==> config.mk <==
export PLATFORM = sky130hd
export DESIGN_NAME = gerenciador_alarme_temperatura_flat
export DESIGN_NICKNAME = d
export VERILOG_FILES = /design/src/rtl/gerenciador_alarme_temperatura_pkg.sv /design/src/rtl/gerenciador_alarme_temperatura_if.sv /design/src/rtl/gerenciador_alarme_temperatura_sincronizador_borda.sv /design/src/rtl/gerenciador_alarme_temperatura.sv /design/src/flat_wrapper.sv
export SDC_FILE = /design/constraint.sdc
export NUM_CORES = 1
export LEC_CHECK = 0
export CELL_PAD_IN_SITES_DETAIL_PLACEMENT = 0
export CELL_PAD_IN_SITES_GLOBAL_PLACEMENT = 1
export CORE_MARGIN = 2
export CORE_UTILIZATION = 45
export CTS_BUF_LIST = sky130_fd_sc_hd__clkbuf_4
export DETAILED_ROUTE_END_ITERATION = 7
export GPL_TIMING_DRIVEN = 0
export PLACE_DENSITY = 0.84
export SETUP_SLACK_MARGIN = 0.15
export SYNTH_ARGS = -nofsm -noshare
export SYNTH_HDL_FRONTEND = slang
export SYNTH_HIERARCHICAL = 1
export SYNTH_SLANG_ARGS = --single-unit
==> constraint.sdc <==
create_clock -name clk -period 6.4 [get_ports clk]
set_input_delay 1.28 -clock clk [delete_from_list [all_inputs] [get_ports clk]]
set_output_delay 1.28 -clock clk [all_outputs]
set_load 0.02 [all_outputs]
==> src/rtl/gerenciador_alarme_temperatura_pkg.sv <==
// Shared types and default parameters for the temperature alarm manager.
package pkg_alarme_temperatura;

    // Encodings are also the values shown on the panel display.
    typedef enum logic [2:0] {
        ST_NORMAL      = 3'd0,
        ST_CONFIRMANDO = 3'd1,
        ST_ALARME      = 3'd2,
        ST_RECONHECIDO = 3'd3,
        ST_ESCALADO    = 3'd4
    } estado_t;

    localparam int PERSIST_DEF      = 4;
    localparam int BEEP_PERIOD_DEF  = 8;
    localparam int ESCAL_CYCLES_DEF = 64;
    localparam int CLEAR_CYCLES_DEF = 4;

endpackage

==> src/rtl/gerenciador_alarme_temperatura_if.sv <==
// Signal bundle between the alarm manager and its surroundings
// (raw over-temperature flag, operator button, panel and siren outputs).
interface gerenciador_alarme_temperatura_if;

    logic       alarmeSonoroTemperatura;
    logic       botaoReconhecer;
    logic       alarmeAtivo;
    logic       sireneSaida;
    logic       pedidoDesligamento;
    logic [2:0] estadoAlarme;

    // Environment side: drives the flag and the button, watches the outputs.
    modport master (
        output alarmeSonoroTemperatura,
        output botaoReconhecer,
        input  alarmeAtivo,
        input  sireneSaida,
        input  pedidoDesligamento,
        input  estadoAlarme
    );

    // Alarm manager side.
    modport slave (
        input  alarmeSonoroTemperatura,
        input  botaoReconhecer,
        output alarmeAtivo,
        output sireneSaida,
        output pedidoDesligamento,
        output estadoAlarme
    );

endinterface

==> src/rtl/gerenciador_alarme_temperatura_sincronizador_borda.sv <==
// Two-flop synchroniser for an asynchronous level, plus a rising-edge
// pulse derived from the synchronised level and its previous value.
module sincronizador_borda (
    input  logic clk,
    input  logic rst,
    input  logic dado_i,
    output logic nivel_o,
    output logic borda_o
);

    logic meta_q;
    logic sinc_q;
    logic ant_q;

    // Synchroniser chain and previous-level register for edge detection.
    always_ff @(posedge clk) begin
        if (rst) begin
            meta_q <= 1'b0;
            sinc_q <= 1'b0;
            ant_q  <= 1'b0;
        end else begin
            meta_q <= dado_i;
            sinc_q <= meta_q;
            ant_q  <= sinc_q;
        end
    end

    assign nivel_o = sinc_q;
    assign borda_o = sinc_q & ~ant_q;

endmodule

==> src/rtl/gerenciador_alarme_temperatura.sv <==
// Temperature alarm manager: filters the raw over-temperature flag for
// persistence, latches an operator alarm, drives a beeping siren, takes the
// control-room acknowledge and escalates to a sticky shutdown request when
// the alarm is left unacknowledged.
//
// state        | meaning
// NORMAL       | no alarm, waiting for the flag
// CONFIRMANDO  | flag seen, counting consecutive high samples
// ALARME       | alarm latched, siren beeping, escalation timer running
// RECONHECIDO  | acknowledged, siren off, waiting for the flag to stay low
// ESCALADO     | unacknowledged too long, shutdown requested until reset
module gerenciador_alarme_temperatura
    import pkg_alarme_temperatura::*;
#(
    parameter int PERSIST      = PERSIST_DEF,
    parameter int BEEP_PERIOD  = BEEP_PERIOD_DEF,
    parameter int ESCAL_CYCLES = ESCAL_CYCLES_DEF,
    parameter int CLEAR_CYCLES = CLEAR_CYCLES_DEF
) (
    input logic                             clk,
    input logic                             rst,
    gerenciador_alarme_temperatura_if.slave alarme_if
);

    localparam int PW = $clog2(PERSIST + 1);
    localparam int BW = $clog2(BEEP_PERIOD + 1);
    localparam int EW = $clog2(ESCAL_CYCLES + 1);
    localparam int CW = $clog2(CLEAR_CYCLES + 1);

    localparam logic [PW-1:0] PERSIST_M1 = PW'(PERSIST - 1);
    localparam logic [BW-1:0] BEEP_M1    = BW'(BEEP_PERIOD - 1);
    localparam logic [BW-1:0] BEEP_HALF  = BW'(BEEP_PERIOD / 2);
    localparam logic [EW-1:0] ESCAL_M1   = EW'(ESCAL_CYCLES - 1);
    localparam logic [CW-1:0] CLEAR_M1   = CW'(CLEAR_CYCLES - 1);

    logic flag_s;
    logic flag_borda_unused;
    logic ack_borda;
    logic ack_nivel_unused;

    estado_t       estado_q, estado_d;
    logic [PW-1:0] persist_q, persist_d;
    logic [BW-1:0] beep_q, beep_d;
    logic [EW-1:0] escal_q, escal_d;
    logic [CW-1:0] clear_q, clear_d;

    logic       ativo_q, ativo_d;
    logic       sirene_q, sirene_d;
    logic       pedido_q, pedido_d;
    logic [2:0] painel_q, painel_d;

    sincronizador_borda u_sinc_flag (
        .clk     (clk),
        .rst     (rst),
        .dado_i  (alarme_if.alarmeSonoroTemperatura),
        .nivel_o (flag_s),
        .borda_o (flag_borda_unused)
    );

    sincronizador_borda u_sinc_ack (
        .clk     (clk),
        .rst     (rst),
        .dado_i  (alarme_if.botaoReconhecer),
        .nivel_o (ack_nivel_unused),
        .borda_o (ack_borda)
    );

    // State register and counters.
    always_ff @(posedge clk) begin
        if (rst) begin
            estado_q  <= ST_NORMAL;
            persist_q <= '0;
            beep_q    <= '0;
            escal_q   <= '0;
            clear_q   <= '0;
        end else begin
            estado_q  <= estado_d;
            persist_q <= persist_d;
            beep_q    <= beep_d;
            escal_q   <= escal_d;
            clear_q   <= clear_d;
        end
    end

    // Next-state and counter update; every state change restarts all counters.
    always_comb begin
        estado_d  = estado_q;
        persist_d = persist_q;
        beep_d    = beep_q;
        escal_d   = escal_q;
        clear_d   = clear_q;

        case (estado_q)
            ST_NORMAL: begin
                if (flag_s) begin
                    estado_d = (PERSIST == 1) ? ST_ALARME : ST_CONFIRMANDO;
                end
            end
            ST_CONFIRMANDO: begin
                if (!flag_s) begin
                    estado_d = ST_NORMAL;
                end else if (persist_q >= PERSIST_M1) begin
                    estado_d = ST_ALARME;
                end else begin
                    persist_d = persist_q + 1'b1;
                end
            end
            ST_ALARME: begin
                beep_d = (beep_q >= BEEP_M1) ? '0 : beep_q + 1'b1;
                // Acknowledge takes priority over the escalation terminal count.
                if (ack_borda) begin
                    estado_d = flag_s ? ST_RECONHECIDO : ST_NORMAL;
                end else if (escal_q >= ESCAL_M1) begin
                    estado_d = ST_ESCALADO;
                end else begin
                    escal_d = escal_q + 1'b1;
                end
            end
            ST_RECONHECIDO: begin
                if (flag_s) begin
                    clear_d = '0;
                end else if (clear_q >= CLEAR_M1) begin
                    estado_d = ST_NORMAL;
                end else begin
                    clear_d = clear_q + 1'b1;
                end
            end
            ST_ESCALADO: begin
                estado_d = ST_ESCALADO;
            end
            default: begin
                estado_d = ST_NORMAL;
            end
        endcase

        if (estado_d != estado_q) begin
            persist_d = '0;
            beep_d    = '0;
            escal_d   = '0;
            clear_d   = '0;
            // Entering CONFIRMANDO already accounts for the sample that caused it.
            if (estado_d == ST_CONFIRMANDO) begin
                persist_d = PW'(1);
            end
        end
    end

    // Moore output decode from the current state and beep phase.
    always_comb begin
        ativo_d  = 1'b0;
        sirene_d = 1'b0;
        pedido_d = 1'b0;
        painel_d = estado_q;
        case (estado_q)
            ST_ALARME: begin
                ativo_d  = 1'b1;
                sirene_d = (beep_q < BEEP_HALF);
            end
            ST_RECONHECIDO: begin
                ativo_d = 1'b1;
            end
            ST_ESCALADO: begin
                ativo_d  = 1'b1;
                sirene_d = 1'b1;
                pedido_d = 1'b1;
            end
            default: begin
                ativo_d = 1'b0;
            end
        endcase
    end

    // Output registers, so the panel and siren never see decode glitches.
    always_ff @(posedge clk) begin
        if (rst) begin
            ativo_q  <= 1'b0;
            sirene_q <= 1'b0;
            pedido_q <= 1'b0;
            painel_q <= 3'd0;
        end else begin
            ativo_q  <= ativo_d;
            sirene_q <= sirene_d;
            pedido_q <= pedido_d;
            painel_q <= painel_d;
        end
    end

    assign alarme_if.alarmeAtivo        = ativo_q;
    assign alarme_if.sireneSaida        = sirene_q;
    assign alarme_if.pedidoDesligamento = pedido_q;
    assign alarme_if.estadoAlarme       = painel_q;

endmodule

==> src/flat_wrapper.sv <==
// flat-port wrapper written by rule: the top's interface ports become plain ports
module gerenciador_alarme_temperatura_flat import pkg_alarme_temperatura::*;
#(
    parameter int PERSIST      = PERSIST_DEF,
    parameter int BEEP_PERIOD  = BEEP_PERIOD_DEF,
    parameter int ESCAL_CYCLES = ESCAL_CYCLES_DEF,
    parameter int CLEAR_CYCLES = CLEAR_CYCLES_DEF
)
  (clk, rst, alarme_if_alarmeSonoroTemperatura, alarme_if_botaoReconhecer, alarme_if_alarmeAtivo, alarme_if_sireneSaida, alarme_if_pedidoDesligamento, alarme_if_estadoAlarme);
  gerenciador_alarme_temperatura_if alarme_if_i ();
  input logic clk;
  input logic rst;
  input wire logic [$bits(alarme_if_i.alarmeSonoroTemperatura)-1:0] alarme_if_alarmeSonoroTemperatura;
  input wire logic [$bits(alarme_if_i.botaoReconhecer)-1:0] alarme_if_botaoReconhecer;
  output wire logic [$bits(alarme_if_i.alarmeAtivo)-1:0] alarme_if_alarmeAtivo;
  output wire logic [$bits(alarme_if_i.sireneSaida)-1:0] alarme_if_sireneSaida;
  output wire logic [$bits(alarme_if_i.pedidoDesligamento)-1:0] alarme_if_pedidoDesligamento;
  output wire logic [$bits(alarme_if_i.estadoAlarme)-1:0] alarme_if_estadoAlarme;
  assign alarme_if_i.alarmeSonoroTemperatura = alarme_if_alarmeSonoroTemperatura;
  assign alarme_if_i.botaoReconhecer = alarme_if_botaoReconhecer;
  assign alarme_if_alarmeAtivo = alarme_if_i.alarmeAtivo;
  assign alarme_if_sireneSaida = alarme_if_i.sireneSaida;
  assign alarme_if_pedidoDesligamento = alarme_if_i.pedidoDesligamento;
  assign alarme_if_estadoAlarme = alarme_if_i.estadoAlarme;
  gerenciador_alarme_temperatura #(.PERSIST(PERSIST), .BEEP_PERIOD(BEEP_PERIOD), .ESCAL_CYCLES(ESCAL_CYCLES), .CLEAR_CYCLES(CLEAR_CYCLES)) u_core (.clk(clk), .rst(rst), .alarme_if(alarme_if_i));
endmodule
==> qor.csv <==
stage;metric;value;unit
sta;fin_crit;2.72;ns
pwr;power.leakage;0.641;nW
setup_path;startpoint_type;input pin;
grt;grt_usage;16.8;%
cells_and_area;drive_gt1_share;22.0;%
die;fp.coreArea;3280;µm²
clock_network;post_cts_buffers;0;
drt;drc_errors;0;
pwr;peakVddDrop;0.0971;mV
placement;routabilityCongestion;0.829;
clock_network;cts.path.max_buffers;2;
sta;setup_viol_count_final;0;
cells_and_area;area_growth_syn_to_layout;15.1;%
yosys;yosysWarnings;6;
grt;grt_pass1_wl;4620;µm
clock_network;cts_tree;built;
cells_and_area;final_area;1740;µm²
grt;overflow;0;
sta;fin_tns_setup;0;ns
setup_path;worstPathArrival;2.99;ns
yosys;syn_avg_cell_area;10.0;µm²
drt;drt_first_iter_violations;19;
cells_and_area;final_nets;177;
sta;hold-worst-slack;0.450;ns
grt;grt_pass1_vias;1045;
setup_path;cp.required;6.67;ns
drt;drt-total-wl;2550;µm
drt;via_per_inst;5.07;
placement;place_area;1660;µm²
yosys;syn-cell-area;1510;µm²
hold_path;hp-class;reg2reg;
setup_path;crit_path_end_kind;flop;
sta;tightest_slew;0.394;ns
yosys;syn_inst;151;
setup_path;path_class;in2reg;
sta;final-hold-violation-count;0;
drt;wl_per_cell;11.9;µm
sta;rsz0062_at_grt;false;
clock_network;clock-sinks;31;
status;status;completed;
clock_network;clk_latency;0.33;ns
die;initial_utilization;46.0;%
sta;maxSlewViolCount;0;
placement;dp_hpwl;1950;µm
clock_network;cts_hold_buf;0;
die;ios;10;
grt;antenna_found_initial;0;
clock_network;cts_max_level;2;
drt;vias;1084;
drt;dr.pass1.iters;5;
die;die_width;62.0;µm
yosys;syn_nets;161;
sta;relSlewSlack;73.6;%
drt;ant_nets;0;
grt;grt_max_degree;12;
clock_network;path_clk_slew;0.10;ns
cells_and_area;antenna_cells;0;
pwr;powerDensity;210;nW/µm²
job;max_cap_violations;0;
die;dieArea;3840;µm²
die;chipHeight;62.0;µm
clock_network;cts-buffers-inserted;5;
sta;fmax;367;MHz
sta;fin_skew;0.0108;ns
die;rows;21;
setup_path;path_max_fanout;10;
placement;portBuffers;9;
sta;fin_crit_sh;42.6;%
clock_network;cts_resized;0;
clock_network;cts_root_buf;clkbuf_4;
==> cell usage in the layout (no fill, tap or decap), types with 3 or more instances in the layout <==
| master | n |
|---|---|
| ha_1 | 6 |
| a21oi_1 | 12 |
| nor2_4 | 9 |
| mux2i_1 | 3 |
| and2_1 | 3 |
| dfxtp_1 | 31 |
| nand2_1 | 5 |
| clkbuf_4 | 5 |
| inv_1 | 5 |
| nor2_1 | 12 |
| clkdlybuf4s50_1 | 9 |
| nor2b_1 | 9 |
| nor3_1 | 8 |
==> area by class of cell <==
class / instances / area, µm²
fillers: 318 / 1540
clock inverters: 3 / 43.8
plain buffers: 7 / 60.1
clock buffers: 5 / 37.5
multi-input cells: 108 / 812
inverters: 5 / 18.8
well taps: 46 / 57.6
repair buffers: 9 / 90.1
flip-flops and latches: 31 / 621
==> per-layer routing <==
| layer | GRT usage, % | vias up | wire, µm |
|---|---|---|---|
| li1 | - | 558 | - |
| met4 | 7.29 | 0 | 45 |
| met3 | 5.59 | 4 | 56 |
| met5 | 0 | - | 0 |
| met2 | 27.7 | 12 | 1340 |
| met1 | 19.9 | 510 | 1110 |
==> state kept, by name (all words and copies together), names as in the netlist <==
| name | flops |
|---|---|
| u_core/u_sinc_ack/ant_q | 1 |
| u_core/escal_q | 7 |
| u_core/u_sinc_flag/nivel_o | 1 |
| u_core/u_sinc_flag/meta_q | 1 |
| u_core/alarme_if.pedidoDesligamento | 1 |
| u_core/alarme_if.estadoAlarme | 3 |
| u_core/beep_q | 4 |
| u_core/clear_q | 3 |
| u_core/estado_q | 3 |
| u_core/u_sinc_ack/nivel_o | 1 |
| u_core/alarme_if.alarmeAtivo | 1 |
| u_core/u_sinc_ack/meta_q | 1 |
| u_core/persist_q | 3 |
| u_core/alarme_if.sireneSaida | 1 |
==> final timing paths <==
path / from / endpoint / slack (ns) / cells past startpoint
hold / removal: u_core/u_sinc_flag/meta_q$_SDFF_PP0_ / u_core/u_sinc_flag/nivel_o$_SDFF_PP0_ / 0.45 / 1
hold reg to reg: u_core/u_sinc_flag/meta_q$_SDFF_PP0_ / u_core/u_sinc_flag/nivel_o$_SDFF_PP0_ / 0.45 / 1
setup reg to reg: u_core/persist_q[0]$_SDFFE_PP0P_ / u_core/persist_q[2]$_SDFFE_PP0P_ / 3.94 / 9
setup / recovery: rst / u_core/persist_q[2]$_SDFFE_PP0P_ / 3.68 / 6
==> per-stage QoR <==
step	total power [mW]	cells	setup WS, ns	util [%]
CTS	0.373	214	3.67	53.0
global placement	0.221	206	3.32	50.5
floorplan	0.216	151	3.98	-
finish	0.366	214	3.68	53.0
detailed placement	0.221	206	3.33	50.5
global route	0.386	214	3.60	53.0
==> critical path: stages <==
cell	delay (ns)
clkdlybuf4s50_1	0.49
clkbuf_1	0.24
or4_4	0.57
buf_6	0.16
buf_12	0.16
nor2_4	0.09
==> power breakdown <==
group / internal (mW) / leakage (nW) / switching [mW]
logic: 0.00916 / 0.345 / 0.0108
registers: 0.195 / 0.251 / 0.00151
clock network: 0.0821 / 0.0452 / 0.0678
No activity file was read; power rests on OpenSTA's default activity.
